`config.mk`:
```
export PLATFORM = sky130hd
export DESIGN_NAME = wasm_const_encoder
export DESIGN_NICKNAME = d
export VERILOG_FILES = /design/src/rtl/wasm_pkg.sv /design/src/rtl/sleb128_step.sv /design/src/rtl/wasm_const_encoder.sv
export SDC_FILE = /design/constraint.sdc
export NUM_CORES = 1
export LEC_CHECK = 0
export ABC_AREA = 1
export CORE_ASPECT_RATIO = 0.7
export CORE_MARGIN = 4
export CORE_UTILIZATION = 49
export CTS_CLUSTER_SIZE = 20
export DETAILED_ROUTE_END_ITERATION = 7
export GPL_ROUTABILITY_DRIVEN = 0
export PLACE_DENSITY = 0.73
export SLEW_MARGIN = 20
export SYNTH_ARGS = -nofsm -noshare
export SYNTH_HDL_FRONTEND = slang
export SYNTH_SLANG_ARGS = --single-unit
```
`constraint.sdc`:
```
create_clock -name clk -period 10.2 [get_ports clk]
set_clock_uncertainty 0.1 [all_clocks]
set_input_delay 1.53 -clock clk [delete_from_list [all_inputs] [get_ports clk]]
set_output_delay 1.53 -clock clk [all_outputs]
set_load 0.02 [all_outputs]
```
`src/rtl/wasm_pkg.sv`:
```
// -----------------------------------------------------------------------------
// wasm_pkg
// Shared definitions for the WebAssembly constant encoder: opcode bytes for
// the four numeric *.const instructions, the two-bit type code carried on
// in_type, and the encoder FSM state encoding.
// -----------------------------------------------------------------------------
package wasm_pkg;

    localparam logic [7:0] OP_I32_CONST = 8'h41;
    localparam logic [7:0] OP_I64_CONST = 8'h42;
    localparam logic [7:0] OP_F32_CONST = 8'h43;
    localparam logic [7:0] OP_F64_CONST = 8'h44;

    typedef enum logic [1:0] {
        TYPE_I32 = 2'd0,
        TYPE_I64 = 2'd1,
        TYPE_F32 = 2'd2,
        TYPE_F64 = 2'd3
    } const_type_e;

    typedef enum logic [1:0] {
        ST_IDLE    = 2'd0,
        ST_OPCODE  = 2'd1,
        ST_PAYLOAD = 2'd2
    } enc_state_e;

    function automatic logic [7:0] opcode_of(const_type_e t);
        case (t)
            TYPE_I32: opcode_of = OP_I32_CONST;
            TYPE_I64: opcode_of = OP_I64_CONST;
            TYPE_F32: opcode_of = OP_F32_CONST;
            default:  opcode_of = OP_F64_CONST;
        endcase
    endfunction

endpackage

```
`src/rtl/sleb128_step.sv`:
```
// -----------------------------------------------------------------------------
// sleb128_step
// One combinational step of signed LEB128 encoding. Takes the remaining
// (two's complement) value and produces the byte to emit, the value left over
// after an arithmetic shift by 7, and whether this byte terminates the code.
//   i_v      [63:0]  remaining value
//   o_byte   [7:0]   encoded byte (bit 7 = continuation flag)
//   o_v_next [63:0]  i_v >>> 7
//   o_last           this byte is the final one
// -----------------------------------------------------------------------------
module sleb128_step (
    input  logic [63:0] i_v,
    output logic [7:0]  o_byte,
    output logic [63:0] o_v_next,
    output logic        o_last
);

    logic [6:0] w_bits;

    assign w_bits   = i_v[6:0];
    assign o_v_next = 64'($signed(i_v) >>> 7);
    // The remaining value is fully described by the sign bit (bit 6) of this
    // group once everything above it is pure sign extension of that bit.
    assign o_last   = ((o_v_next == 64'd0) && !w_bits[6]) ||
                      ((o_v_next == {64{1'b1}}) && w_bits[6]);
    assign o_byte   = {~o_last, w_bits};

endmodule

```
`src/rtl/wasm_const_encoder.sv`:
```
// -----------------------------------------------------------------------------
// wasm_const_encoder
// Serialises one WebAssembly numeric constant into bytecode: optional opcode
// byte followed by the immediate (signed LEB128 for i32/i64, little-endian
// raw bits for f32/f64).
//   clk        clock
//   reset      synchronous active-low reset
//   in_valid   constant request valid
//   in_ready   encoder idle; request taken on in_valid & in_ready
//   in_type    0=i32 1=i64 2=f32 3=f64
//   in_value   raw bits (i32/f32 use [31:0])
//   out_valid  out_data holds a byte
//   out_ready  downstream takes byte on out_valid & out_ready
//   out_data   bytecode byte
//   out_last   final byte of current constant
// Parameter EMIT_OPCODE: 1 emits opcode first, 0 emits immediate only.
// -----------------------------------------------------------------------------
module wasm_const_encoder
    import wasm_pkg::*;
#(
    parameter bit EMIT_OPCODE = 1'b1
) (
    input  logic        clk,
    input  logic        reset,
    input  logic        in_valid,
    output logic        in_ready,
    input  logic [1:0]  in_type,
    input  logic [63:0] in_value,
    output logic        out_valid,
    input  logic        out_ready,
    output logic [7:0]  out_data,
    output logic        out_last
);

    enc_state_e  r_state;
    const_type_e r_type;
    logic [63:0] r_val;      // value still to be emitted after the current byte
    logic [3:0]  r_cnt;      // index of the next payload byte
    logic        r_out_valid;
    logic [7:0]  r_out_data;
    logic        r_out_last;

    logic        w_idle;
    const_type_e w_type;
    logic [3:0]  w_cnt;
    logic [63:0] w_src;
    logic [7:0]  w_byte;
    logic [63:0] w_next;
    logic        w_last;
    logic [7:0]  w_leb_byte;
    logic [63:0] w_leb_next;
    logic        w_leb_last;

    assign w_idle    = (r_state == ST_IDLE);
    // Gated by reset directly so the encoder never advertises readiness while
    // held in reset, and does so from the very first cycle after release.
    assign in_ready  = reset && w_idle;
    assign out_valid = r_out_valid;
    assign out_data  = r_out_data;
    assign out_last  = r_out_last;

    // In IDLE the next-byte logic looks straight at the request so that the
    // opcode-less variant can emit its first payload byte on the accept edge.
    // NOTE: every output of a combinational block gets a default first, so no
    // path through the case statements can leave a latch behind.
    always_comb begin
        w_type = r_type;
        w_cnt  = r_cnt;
        w_src  = r_val;
        if (w_idle) begin
            w_type = const_type_e'(in_type);
            w_cnt  = 4'd0;
            case (const_type_e'(in_type))
                TYPE_I32: w_src = {{32{in_value[31]}}, in_value[31:0]};
                TYPE_F32: w_src = {32'd0, in_value[31:0]};
                default:  w_src = in_value;
            endcase
        end
    end

    sleb128_step u_leb (
        .i_v      (w_src),
        .o_byte   (w_leb_byte),
        .o_v_next (w_leb_next),
        .o_last   (w_leb_last)
    );

    always_comb begin
        w_byte = w_leb_byte;
        w_next = w_leb_next;
        w_last = w_leb_last;
        if (w_type == TYPE_F32 || w_type == TYPE_F64) begin
            w_byte = w_src[7:0];
            w_next = {8'd0, w_src[63:8]};
            w_last = (w_type == TYPE_F32) ? (w_cnt == 4'd3) : (w_cnt == 4'd7);
        end
    end

    // NOTE: state is updated with non-blocking assignments only, so every
    // right-hand side below sees the pre-edge values regardless of order.
    always_ff @(posedge clk) begin
        if (!reset) begin
            // NOTE: only control state is reset; r_type/r_val/r_cnt are always
            // loaded on accept before they are ever used.
            r_state     <= ST_IDLE;
            r_out_valid <= 1'b0;
            r_out_data  <= 8'd0;
            r_out_last  <= 1'b0;
        end else begin
            case (r_state)
                ST_IDLE: begin
                    if (in_valid) begin
                        r_type      <= const_type_e'(in_type);
                        r_out_valid <= 1'b1;
                        if (EMIT_OPCODE) begin
                            r_state    <= ST_OPCODE;
                            r_out_data <= opcode_of(const_type_e'(in_type));
                            r_out_last <= 1'b0;
                            r_val      <= w_src;
                            r_cnt      <= 4'd0;
                        end else begin
                            r_state    <= ST_PAYLOAD;
                            r_out_data <= w_byte;
                            r_out_last <= w_last;
                            r_val      <= w_next;
                            r_cnt      <= 4'd1;
                        end
                    end
                end
                ST_OPCODE: begin
                    if (out_ready) begin
                        r_state    <= ST_PAYLOAD;
                        r_out_data <= w_byte;
                        r_out_last <= w_last;
                        r_val      <= w_next;
                        r_cnt      <= w_cnt + 4'd1;
                    end
                end
                ST_PAYLOAD: begin
                    if (out_ready) begin
                        if (r_out_last) begin
                            r_state     <= ST_IDLE;
                            r_out_valid <= 1'b0;
                            r_out_last  <= 1'b0;
                        end else begin
                            r_out_data <= w_byte;
                            r_out_last <= w_last;
                            r_val      <= w_next;
                            r_cnt      <= w_cnt + 4'd1;
                        end
                    end
                end
                default: begin
                    r_state     <= ST_IDLE;
                    r_out_valid <= 1'b0;
                    r_out_last  <= 1'b0;
                end
            endcase
        end
    end

endmodule

```
---- After elaboration in Yosys (flattened, before gate mapping) ----
Cells that the tools add are included.
storage, ports and cells
  register bits after elaboration ......... 82
  bits in latches ......................... 0
  memory bits (writable) .................. 0
  ROM bits ................................ 0
  output and inout port bits .............. 11
  memories kept ........................... 0
operators by class
  $add $sub $neg .......................... 1
  $mul .................................... 0
  div/mod/pow operators ................... 0
  magnitude comparators ................... 0
  equality and inequality tests ........... 14
  shift-type cells ........................ 0
  muxes and demuxes ....................... 38
  bitwise gates (word level) .............. 2
  reductions and logical operators ........ 16
operators by type and width
  kind                                           count
  two-way mux 64 bit                             6
  one-hot mux 64 bit (3 select lines)            1
  one-hot mux 64 bit (2 select lines)            1
  == test 64 bit, second input constant          1
  zero test 64 bit                               1
  two-way mux 8 bit                              5
  one-hot mux 8 bit (3 select lines)             1
  two-way mux 4 bit                              5
  one-hot mux 4 bit (3 select lines)             1
  two-way mux 2 bit                              5
  != test 2 bit, second input constant           5
  two-way mux 1 bit                              9
  one-hot mux 3 bit (3 select lines)             1
  == test 2 bit, second input constant           4
  AND reduction 4 bit                            2
  one-hot mux 1 bit (3 select lines)             2
  one-hot mux 2 bit (3 select lines)             1
  AND reduction 3 bit                            2
  AND reduction 6 bit                            1
  AND reduction 5 bit                            1
  adder 4 x 1 -> 4 bit, second input constant    1
  == test 2 x 1 -> 1 bit, second input constant  2
  == test 4 x 2 -> 1 bit, second input constant  1
  == test 4 x 3 -> 1 bit, second input constant  1
  other kinds (6)                                11

---- Logic depth before layout (Yosys ltp) ----
Gate-level depths: netlist (run 1).
  word-level depth ........................ 11
  depth in mapped cells ................... 18

---- Cells and area by module ----
A second synthesis (run 1) with hierarchy kept.
second synthesis, totals
  cell total of the unflattened synthesis .. 1,017
  area, all modules ....................... 6,756.5 um^2
by module, submodules not included
  module              instances  cells an instance  area each (um^2)
  wasm_const_encoder  1          821                5,738.0
  sleb128_step        1          196                1,018.5

---- Worst setup path after synthesis (run 1) ----
Ideal clock, no wire load.
  path type ............................... input -> register
  start ................................... input out_ready
  end ..................................... register r_cnt[0] (enable)
  setup time .............................. 0.496 ns
  arrival ................................. 4.839 ns
  required time ........................... 9.604 ns
  path slack .............................. 4.765 ns
  stages on the path ...................... 6
  path through ............................ o22ai_1 -> inv_1 -> o21ai_0 -> inv_1 -> nand2_2 -> nor2_1
on the way
  longest elaborated chain between the ends .. 2
RTL lines
  what                               line                       RTL
  start, declared                    wasm_const_encoder.sv:30   input logic out_ready,
  != test 2 bit (no line)            n/a
  AND reduction 6 bit (no line) (*)  n/a
  end signal, assigned               wasm_const_encoder.sv:136  r_cnt <= w_cnt + 4'd1;
  end signal, assigned               wasm_const_encoder.sv:149  r_cnt <= w_cnt + 4'd1;
  end, declared                      wasm_const_encoder.sv:38   logic [3:0] r_cnt;
Every way passes the cells marked *; elsewhere a longest branch is shown, timed or not.
A chain may end at the register's enable or synchronous reset.

---- Final worst setup path (run 1) ----
  start ................................... input reset
  end ..................................... output in_ready
on the way
  longest elaborated chain between the ends .. 1
RTL lines
  what               line                      RTL
  start, declared    wasm_const_encoder.sv:24  input logic reset,
  logical AND 1 bit  wasm_const_encoder.sv:57  assign in_ready = reset && w_idle;
  end, declared      wasm_const_encoder.sv:26  output logic in_ready,
Every way passes these cells.

==> results.md, run 1 <==
* Worst Path Required at 8570 ps
* Hold worst-path end: out_data[0]
* Xor and xnor area share after synthesis at 0.00164
* Post-Synthesis Cells at 689
* CTS buffer count at 9
* Storage element area at 2340 um^2
* Result of the run: complete, no violations
* Remaining global-route overflow at 0
* Worst-Margin Slew at 913 ps
* Clock period minus worst slack at ~4500 ps
* Synth Area in Simple Gates at 0.298
* I/O pin count at 81
* Latest clock arrival within the worst-skew pair at 340 ps
* Number of H-tree branching levels at 3
* Full die area at 12700 um^2
* Fraction of synthesis flops using an asynchronous set or reset pin at 0
* Critical hold path startpoint: out_data[0]
* Count of flip-flops with a built-in enable after synthesis at 70
* Yosys top cell area share at 0.393
* Synthesized-area fraction occupied by ao, oa, aoi and oai cells at 0.153
* Crit path top cell by count: sky130_fd_sc_hd__clkdlybuf4s50_1
* Area of the core at 10500 um^2
* Commonest cells after routing, fill and taps aside: sky130_fd_sc_hd__nand2_1 (237), sky130_fd_sc_hd__clkdlybuf4s50_1 (80), sky130_fd_sc_hd__edfxtp_1 (70)
* Largest fanout on the critical path at 7
* Largest net degree at the start of global routing at 73
* Slew Viols, Final at 0
* RSZ-0062 raised after global routing: no
* Total routed wirelength at approximately 14000 um
* Synth Warn # at 0
* Endpoints failing hold at 0
* Busiest layer in global routing: met2
* # diodes at 0
* Maximum clock frequency at 221 MHz
* Vias per cell at 5.47
* Highest ir drop seen on vdd at 0.000424 V
* CTS clock-pin slew for the worst setup and hold paths at 50 ps
* Final period util at 0.444
* Main combinational cell family by area after synthesis: simple AND/OR/NAND/NOR gates
* Effective utilization at floorplan at 0.509
* Reg2reg setup slack at 6490 ps
* CTS resizes at 0
* Buffers plus inverters on the worst setup path at 3
* CP max stage cell: sky130_fd_sc_hd__clkdlybuf4s50_1
* Buffer type at the clock tree root: sky130_fd_sc_hd__clkbuf_16
* Longest Clk Path Bufs at 2
* Length of the first detailed-routing pass in iterations at 5
* Cell accounting for the most synthesized area: sky130_fd_sc_hd__edfxtp_1
* Final-layout worst hold slack at 367 ps
* Placed Cells incl. Taps at about 890
* Worst slew margin relative to its limit at 0.390
* Number of non-filler instances in the completed layout at 903
* Via count of the first global-routing pass at 4682
* Final Setup Violations at 0
* Sequential share of the synthesized area at 0.438
* Most used flip-flop cell after synthesis: sky130_fd_sc_hd__edfxtp_1
* Number of design-rule violations left by the first detailed-router iteration at about 470
* Most common library cell in the layout ignoring fill and taps: sky130_fd_sc_hd__nand2_1
* Fraction of met3 tracks used by global routing at 0.0554
* #FFs+latches synth at between 80 and 90
* Global router's overall resource usage at 0.227
* Slowest cell delay on critical path at ~600 ps
* Post-Synth Adder-Cell Area at 0.0211
* Pwr/cell area at 380 nW/um^2
* Cell types with the largest area share after synthesis: sky130_fd_sc_hd__edfxtp_1 (39%), sky130_fd_sc_hd__nand2_1 (17%), sky130_fd_sc_hd__o221ai_1 (6.9%), sky130_fd_sc_hd__nor2_1 (4.6%), sky130_fd_sc_hd__dfxtp_1 (4.5%)
* Layout net count at 829
* Die span in y at 95.4 um
* Area of combinational cells with multiple inputs at 2580 um^2
* Vias after detailed routing at 4935
* Number of filler instances in the final layout at 949
* Count of input and output buffers at 80
* Destination of the worst register-to-register timing path: r_val[4]
* Post-CTS Setup Repair Bufs at 0
* Worst Reg2Reg Path Length in Cells at 7
* Layout area overhead at 20.9%
* Share of cell area taken by muxes after synthesis at 0.00749
* Fraction of final layout cells with drive strength greater than 1 at 0.106
* Sort of element at the end of the critical path: primary output
* Global-route track usage on met2 at 0.351
* DRC errors left at 0
* Leakage power total at 2.66 nW
* Antenna-violating nets left at 0
* Worst min-delay path category: flip-flop to flip-flop
* Global-route wire length before repair at 23100 um
* Number of instances on the worst hold path at 2
* Met1 track demand over resource in global routing at 0.328
* Max Cap Viol at 0
* Cell area after synthesis at 5350 um^2
* Setup Total Neg Slack at 0 ps
* Routed wire per std cell at ~16 um
* TritonCTS clock tree: built
* Worst EP arrival at approximately 2900 ps
* Sinks on Clock Net at 82
* Crit Path Category: input pin to primary output
* Launching point of the worst reg2reg path: r_state[1]
* Kind of start point of the critical path: input pin
* Final HPWL DP at 9560 um
* Cell row count at 31
* Unique masters post-synth at 34
* Antenna violations before repair at 0
* Total power of the final layout at 0.00245 W
* Family with the most delay on the worst path: buffers and inverters
* Die Width at 133 um
* Hold-fix buffers at CTS at 0
* Final core utilization at 0.615
* Synth Net Count at about 770
* Chain of cells forming the critical path: clkdlybuf4s50_1 -> nand2_1 -> inv_1 -> clkdlybuf4s50_1
* Syn avg cell area at approximately 7.8 um^2
cell usage after synthesis, types with 2 or more instances:
cell	instances
sky130_fd_sc_hd__a21oi_2	2
sky130_fd_sc_hd__o211ai_1	3
sky130_fd_sc_hd__buf_6	5
sky130_fd_sc_hd__a22oi_1	14
sky130_fd_sc_hd__buf_4	3
sky130_fd_sc_hd__o221ai_1	42
sky130_fd_sc_hd__clkbuf_1	14
sky130_fd_sc_hd__nand4_1	5
sky130_fd_sc_hd__nor3_1	2
sky130_fd_sc_hd__ha_1	9
sky130_fd_sc_hd__nor2_1	65
sky130_fd_sc_hd__nand2_1	237
sky130_fd_sc_hd__o21ai_0	34
sky130_fd_sc_hd__a21oi_1	15
sky130_fd_sc_hd__buf_2	13
sky130_fd_sc_hd__or2_2	32
sky130_fd_sc_hd__dfxtp_1	12
sky130_fd_sc_hd__nand2_2	16
sky130_fd_sc_hd__nand3_1	18
sky130_fd_sc_hd__mux2i_1	4
sky130_fd_sc_hd__edfxtp_1	70
sky130_fd_sc_hd__inv_1	59
sky130_fd_sc_hd__o21ai_1	4
through the flow:
step                      area [um^2]  setup slack, ps
final                            6460             5680
after CTS                        6460             5610
after global routing             6460             5620
after detailed placement         6180             5640
after global placement           6180             5690
after floorplan                  5350             4760
worst register-to-register path, delay by kind of cell (launching register included):
family | cells | cell delay, ps
AO/OA/AOI/OAI | 1 | 230
adder cells (fa/ha/maj) | 1 | 890
buffers and inverters | 4 | 1380
flip-flops | 1 | 360
AND/OR/NAND/NOR | 1 | 580
metal layers:
| layer | wire, um | share of wire | vias to the layer above |
|---|---|---|---|
| li1 | - | - | 2438 |
| met1 | 6450 | 0.46 | 2261 |
| met2 | 6220 | 0.44 | 222 |
| met3 | 1320 | 0.093 | 14 |
| met4 | 125 | 0.0089 | 0 |
| met5 | 0 | 0 | - |
kinds of logic after synthesis:
family | count (synthesis)
AOI/OAI and AO/OA | 118
xor gates and xnor gates | 1
adders and majority gates | 9
buffers and inverters | 97
DFF | 82
muxes | 4
and+or+nand+nor | 378
flip-flops by register name (all words and copies together) (netlist names):
signal     count
r_state        2
out_valid      1
r_val         64
r_cnt          4
r_type         2
out_data       8
out_last       1
worst max path at each step:
stage | start | endpoint | slack, ps | cells after the start
after floorplan | out_ready | r_cnt[0] | 4760 | 6
final | reset | in_ready | 5680 | 4
after detailed placement | r_state[1] | r_val[4] | 5640 | 7
after CTS | r_state[1] | r_val[35] | 5610 | 7
after global routing | reset | in_ready | 5620 | 4
after global placement | reset | in_ready | 5690 | 4
final cells by class:
type	instances	area share
multi-input combinational	510	0.399
clock inverter	3	0.00232
inverter	62	0.0364
tap	148	0.0287
timing repair buffer	85	0.130
sequential	82	0.363
clock buffer	13	0.0409
report_power, final:
| part | switching [W] | internal, W | total [W] |
|---|---|---|---|
| logic | 0.000979 | 0.000469 | 0.00145 |
| clock network | 0.000128 | 0.000180 | 0.000308 |
| registers | 0.0000438 | 0.000654 | 0.000698 |
No activity file was read; power rests on OpenSTA's default activity.
==> run 2, diff against run 1 <==
--- a/config.mk
+++ b/config.mk
@@ -12,7 +12,7 @@
 export CTS_CLUSTER_SIZE = 20
 export DETAILED_ROUTE_END_ITERATION = 7
 export GPL_ROUTABILITY_DRIVEN = 0
-export PLACE_DENSITY = 0.73
+export PLACE_DENSITY = 0.76
 export SLEW_MARGIN = 20
 export SYNTH_ARGS = -nofsm -noshare
 export SYNTH_HDL_FRONTEND = slang
==> constraint.sdc (replaced) <==
create_clock -name clk -period 3.7 [get_ports clk]
set_clock_uncertainty 0.1 [all_clocks]
set_input_delay 0.555 -clock clk [delete_from_list [all_inputs] [get_ports clk]]
set_output_delay 0.555 -clock clk [all_outputs]
set_load 0.02 [all_outputs]
==> run 2 against run 1 <==
  * Total power increased to 2.8 times the previous value
  * Non-clock buffer count increased by 7
  * Routed wire length increased by 5.5%
  * Design area increased by 0.79%
  * Clock power increased to 2.7 times the previous value
  * Critical endpoint is now out_data[7]
==> results.md, run 2 (synthesis results as in run 1) <==
* Sort of element at the end of the critical path: flip-flop
* Routed wire per std cell at 16.4 um
* Commonest cells after routing, fill and taps aside: sky130_fd_sc_hd__nand2_1 (237), sky130_fd_sc_hd__clkdlybuf4s50_1 (80), sky130_fd_sc_hd__edfxtp_1 (70)
* Setup Total Neg Slack at 0 ps
* Most common library cell in the layout ignoring fill and taps: sky130_fd_sc_hd__nand2_1
* Final Setup Violations at 0
* CTS buffer count at 9
* Final-layout worst hold slack at 371 ps
* I/O pin count at 81
* Placed Cells incl. Taps at just under 900
* Crit path from: in_type[0]
* Largest fanout on the critical path at 33
* Count of input and output buffers at 80
* Final critical-path setup slack at around 830 ps
* Flip-flop count of the largest register after layout at 64
* Remaining global-route overflow at 0
* Vias per cell at 5.52
* Vias after detailed routing at 5027
* Leakage power total at 2.68 nW
* Kind of start point of the critical path: input pin
* RSZ-0062 raised after global routing: no
* Full die area at approximately 13000 um^2
* Total routed wirelength at 14900 um
* Die span in y at 95.4 um
* Die Width at 133 um
* Final HPWL DP at slightly above 10000 um
* Endpoints failing hold at 0
* Layout area overhead at 21.8%
* Cell row count at 31
* Antenna-violating nets left at 0
* Effective utilization at floorplan at 0.509
* Antenna violations before repair at 0
* Worst setup slack after placement at 482 ps
* Number of non-filler instances in the completed layout at 910
* Maximum clock frequency at 349 MHz
* Largest net degree at the start of global routing at 73
* Final period util at 0.775
* Longest Clk Path Bufs at 2
* Number of design-rule violations left by the first detailed-router iteration at 563
* Finished layout cell area at around 6500 um^2
* Worst slew margin relative to its limit at 0.542
* Slew Viols, Final at 0
* Launching point of the worst reg2reg path: r_state[0]
* CTS resizes at 0
* DRC errors left at 0
* Worst Reg2Reg Path Length in Cells at 10
* Hold-fix buffers at CTS at 0
* Crit Path Category: input pin to flip-flop
* Number of H-tree branching levels at 3
* Via count of the first global-routing pass at 4947
* Destination of the worst register-to-register timing path: r_val[19]
* Placed inst area at approximately 6200 um^2
* Layout net count at 836
* Worst EP arrival at approximately 3000 ps
* Largest register by flop count: r_val
* Worst min-delay path category: flip-flop to flip-flop
* Result of the run: complete, no violations
* Max Cap Viol at 0
* Worst Path Required at around 3800 ps
* TritonCTS clock tree: built
* Latest clock arrival within the worst-skew pair at 340 ps
* Global-route wire length before repair at 24500 um
* Buffer type at the clock tree root: sky130_fd_sc_hd__clkbuf_16
* Fraction of final layout cells with drive strength greater than 1 at 0.110
* Highest ir drop seen on vdd at 0.000832 V
* # diodes at 0
* Length of the first detailed-routing pass in iterations at 5
* Worst-Margin Slew at 679 ps
* Area of the core at 10500 um^2
* CTS clock-pin slew for the worst setup and hold paths at approximately 60 ps
* Sinks on Clock Net at 82
* Pwr/cell area at 1060 nW/um^2
* Global router's overall resource usage at 0.243
* CP endpoint: out_data[7]
* Reg2reg setup slack at 990 ps
* Post-CTS Setup Repair Bufs at 0
* Clock period minus worst slack at 2870 ps
==> run 2: cell types whose count changed in the layout (fill, tap and decap cells not counted), sizes merged <==
cell | previous run | this run
buf | 5 | 12
clkinv | 3 | 4
inv | 62 | 61
==> run 2: final cells by class <==
type	count	area [um^2]
timing repair buffer	92	903
clock inverter	3	15.0
tap	148	185
sequential	82	2340
inverter	62	235
multi-input combinational	510	2580
fill	943	4000
clock buffer	13	250
==> run 2: metal layers <==
layer / share of wire / vias to the layer above / global-route usage
li1: - / 2461 / -
met1: 0.46 / 2315 / 0.350
met2: 0.44 / 233 / 0.370
met3: 0.087 / 18 / 0.0633
met4: 0.010 / 0 / 0.0562
met5: 0 / - / 0
==> run 2: worst min-delay path by stage <==
stage | cells after the start | endpoint | slack [ps] | startpoint
final | 2 | out_data[5] | 370 | out_data[5]
after global routing | 2 | out_data[4] | 400 | out_data[4]
after CTS | 2 | out_data[0] | 380 | out_data[0]
after detailed placement | 2 | out_data[3] | 360 | out_data[3]
after global placement | 2 | out_data[5] | 360 | out_data[5]
after floorplan | 2 | r_state[0] | 410 | r_state[0]
==> run 2: where the power goes <==
| group | internal (W) | switching [W] |
|---|---|---|
| clock | 0.000471 | 0.000363 |
| combinational | 0.00136 | 0.00274 |
| sequential | 0.00180 | 0.000132 |
==> run 2: through the flow <==
step	power, W	utilization
3_5_place_dp	0.00598	0.594
5_1_grt	0.00745	0.620
3_3_place_gp	0.00586	0.594
6_report	0.00687	0.620
4_1_cts	0.00684	0.620
2_1_floorplan	0.00496	-
==> run 2: worst max-delay path: stages <==
cell and delay, ps:
sky130_fd_sc_hd__clkdlybuf4s50_1 500, sky130_fd_sc_hd__inv_1 80, sky130_fd_sc_hd__ha_1 260, sky130_fd_sc_hd__a21oi_4 150, sky130_fd_sc_hd__buf_4 360, sky130_fd_sc_hd__nand2_1 110, sky130_fd_sc_hd__nand2_1 150, sky130_fd_sc_hd__nand2_1 60
sky130_fd_sc_hd__nor2_1 110, sky130_fd_sc_hd__nand2_1 70, sky130_fd_sc_hd__nor2_1 160, sky130_fd_sc_hd__nand3_1 120, sky130_fd_sc_hd__nand3_2 100, sky130_fd_sc_hd__nand2_1 60, sky130_fd_sc_hd__nand2_1 50, sky130_fd_sc_hd__a21oi_1 60
==> run 3, diff against run 2 <==
--- a/config.mk
+++ b/config.mk
@@ -12,7 +12,7 @@
 export CTS_CLUSTER_SIZE = 20
 export DETAILED_ROUTE_END_ITERATION = 7
 export GPL_ROUTABILITY_DRIVEN = 0
-export PLACE_DENSITY = 0.76
+export PLACE_DENSITY = 0.73
 export SLEW_MARGIN = 20
 export SYNTH_ARGS = -nofsm -noshare
 export SYNTH_HDL_FRONTEND = slang
==> constraint.sdc (replaced) <==
create_clock -name clk -period 2.9 [get_ports clk]
set_clock_uncertainty 0.1 [all_clocks]
set_input_delay 0.435 -clock clk [delete_from_list [all_inputs] [get_ports clk]]
set_output_delay 0.435 -clock clk [all_outputs]
set_load 0.02 [all_outputs]
==> run 3 against run 2 <==
  * Design area increased by 3.7%
  * Setup slack got worse by 530 ps
  * Register-to-register slack got worse by 690 ps
  * First-iteration DRC count decreased by 13%
  * Combinational power increased by 38%
  * Core utilization increased by 2.3 points
  * Die area unchanged
  * Worst hold slack got worse by 0.85 ps
  * Sequential power increased by 27%
  * Clock-buffer cell count increased by 2
  * Via count increased by 2.4%
==> results.md, run 3 (synthesis results as in run 1) <==
* Number of H-tree branching levels at 3
* Clock period minus worst slack at 2600 ps
* Longest Clk Path Bufs at 2
* Final HPWL DP at between 10000 and 15000 um
* Slew Viols, Final at 0
* Most common library cell in the layout ignoring fill and taps: sky130_fd_sc_hd__nand2_1
* Cell row count at 31
* RSZ-0062 raised after global routing: no
* Pwr/cell area at 1370 nW/um^2
* Largest net degree at the start of global routing at 69
* Crit path from: r_state[1]
* Full die area at 12700 um^2
* Highest ir drop seen on vdd at approximately 0.00086 V
* DRC errors left at 0
* Via count of the first global-routing pass at 4959
* CTS resizes at 0
* Commonest cells after routing, fill and taps aside: sky130_fd_sc_hd__nand2_1 (237), sky130_fd_sc_hd__clkdlybuf4s50_1 (80), sky130_fd_sc_hd__edfxtp_1 (70)
* Sort of element at the end of the critical path: flip-flop
* Die Width at 133 um
* Number of design-rule violations left by the first detailed-router iteration at 490
* Vias after detailed routing at 5149
* Latest clock arrival within the worst-skew pair at approximately 340 ps
* Flip-flop count of the largest register after layout at 64
* Layout net count at 854
* Hold-fix buffers at CTS at 0
* Antenna violations before repair at 0
* Final period util at 0.896
* Buffer type at the clock tree root: sky130_fd_sc_hd__clkbuf_16
* Worst Reg2Reg Path Length in Cells at 7
* Reg2reg setup slack at about 300 ps
* TritonCTS clock tree: built
* Leakage power total at 2.81 nW
* CTS clock-pin slew for the worst setup and hold paths at about 60 ps
* Worst EP arrival at 2650 ps
* CTS buffer count at 9
* Destination of the worst register-to-register timing path: r_val[35]
* Sinks on Clock Net at 82
* Largest register by flop count: r_val
* Vias per cell at 5.55
* Die span in y at 95.4 um
* Worst-Margin Slew at about 650 ps
* Critical hold path startpoint: out_data[4]
* Routed wire per std cell at 16.3 um
* Post-CTS Setup Repair Bufs at 0
* Crit Path Category: flip-flop to flip-flop
* Worst min-delay path category: flip-flop to flip-flop
* Length of the first detailed-routing pass in iterations at 5
* Endpoints failing hold at 0
* Count of input and output buffers at 80
* # diodes at 0
* Worst Path Required at slightly below 3000 ps
* Worst slew margin relative to its limit at 0.559
* Final critical-path setup slack at 300 ps
* CP endpoint: r_val[35]
* Fraction of final layout cells with drive strength greater than 1 at 0.136
* Launching point of the worst reg2reg path: r_state[1]
* Area of the core at 10500 um^2
* Final Setup Violations at 0
* Total power of the final layout at 0.00928 W
* Max Cap Viol at 0
* I/O pin count at 81
* Worst setup slack after placement at -72.5 ps
* Antenna-violating nets left at 0
* Remaining global-route overflow at 0
* Global router's overall resource usage at 0.239
* Result of the run: complete, no violations
* Layout area overhead at 26.4%
* Maximum clock frequency at 385 MHz
* Largest fanout on the critical path at 22
* Total routed wirelength at 15100 um
* Global-route wire length before repair at 24200 um
* Effective utilization at floorplan at 0.509
* Kind of start point of the critical path: flip-flop
-- run 3: changes by cell type in the layout (fill, tap and decap cells not counted), moves of 2 or more --
cell                        before  now
sky130_fd_sc_hd__inv_2           1    3
sky130_fd_sc_hd__inv_1          59   57
sky130_fd_sc_hd__clkinv_2        3    1
sky130_fd_sc_hd__clkbuf_16       9   12
sky130_fd_sc_hd__buf_12          1    4
sky130_fd_sc_hd__buf_4          11   25
-- run 3: report_power, final --
part	internal [W]	switching, W
clock	0.000708	0.000460
combinational	0.00203	0.00361
sequential	0.00230	0.000165
total	0.00504	0.00424
-- run 3: per-stage QoR --
step | TNS, ps | utilization | cells | hold slack [ps] | cell area (um^2)
floorplan | 0 | - | 689 | 370 | 5370
CTS | 0 | 0.640 | 927 | 372 | 6730
detailed placement | -92.7 | 0.611 | 911 | 363 | 6420
global placement | -4.73 | 0.611 | 911 | 357 | 6420
global route | 0 | 0.643 | 928 | 395 | 6760
finish | 0 | 0.643 | 928 | 370 | 6760
-- run 3: metal layers --
metal,global-route usage,wire [um],up-vias
met5,0,0,-
met3,0.0522,1200,16
met2,0.374,6950,224
li1,-,-,2489
met4,0.0666,171,0
met1,0.337,6830,2420
-- run 3: layout make-up --
| class | count | area (um^2) |
|---|---|---|
| inverter | 62 | 240 |
| timing repair buffer | 110 | 1090 |
| clock buffer | 15 | 300 |
| sequential | 82 | 2340 |
| multi-input combinational | 510 | 2590 |
| tap | 148 | 185 |
| clock inverter | 1 | 5.00 |
| fill | 876 | 3750 |
-- run 3: how the worst min path moves through the flow --
stage | cells past startpoint | slack (ps) | endpoint
2_1_floorplan | 2 | 370 | r_state[0]
3_3_place_gp | 2 | 360 | out_data[5]
3_5_place_dp | 2 | 360 | out_data[4]
4_1_cts | 2 | 370 | out_data[4]
5_1_grt | 2 | 390 | out_data[0]
6_report | 2 | 370 | out_data[4]
-- run 3: critical path: stages (launching register included) --
cell and delay (ps):
sky130_fd_sc_hd__dfxtp_1 370, sky130_fd_sc_hd__inv_2 70, sky130_fd_sc_hd__ha_2 360, sky130_fd_sc_hd__clkinv_1 320, sky130_fd_sc_hd__nor2_4 550, sky130_fd_sc_hd__inv_1 110, sky130_fd_sc_hd__buf_4 240, sky130_fd_sc_hd__o221ai_1 260
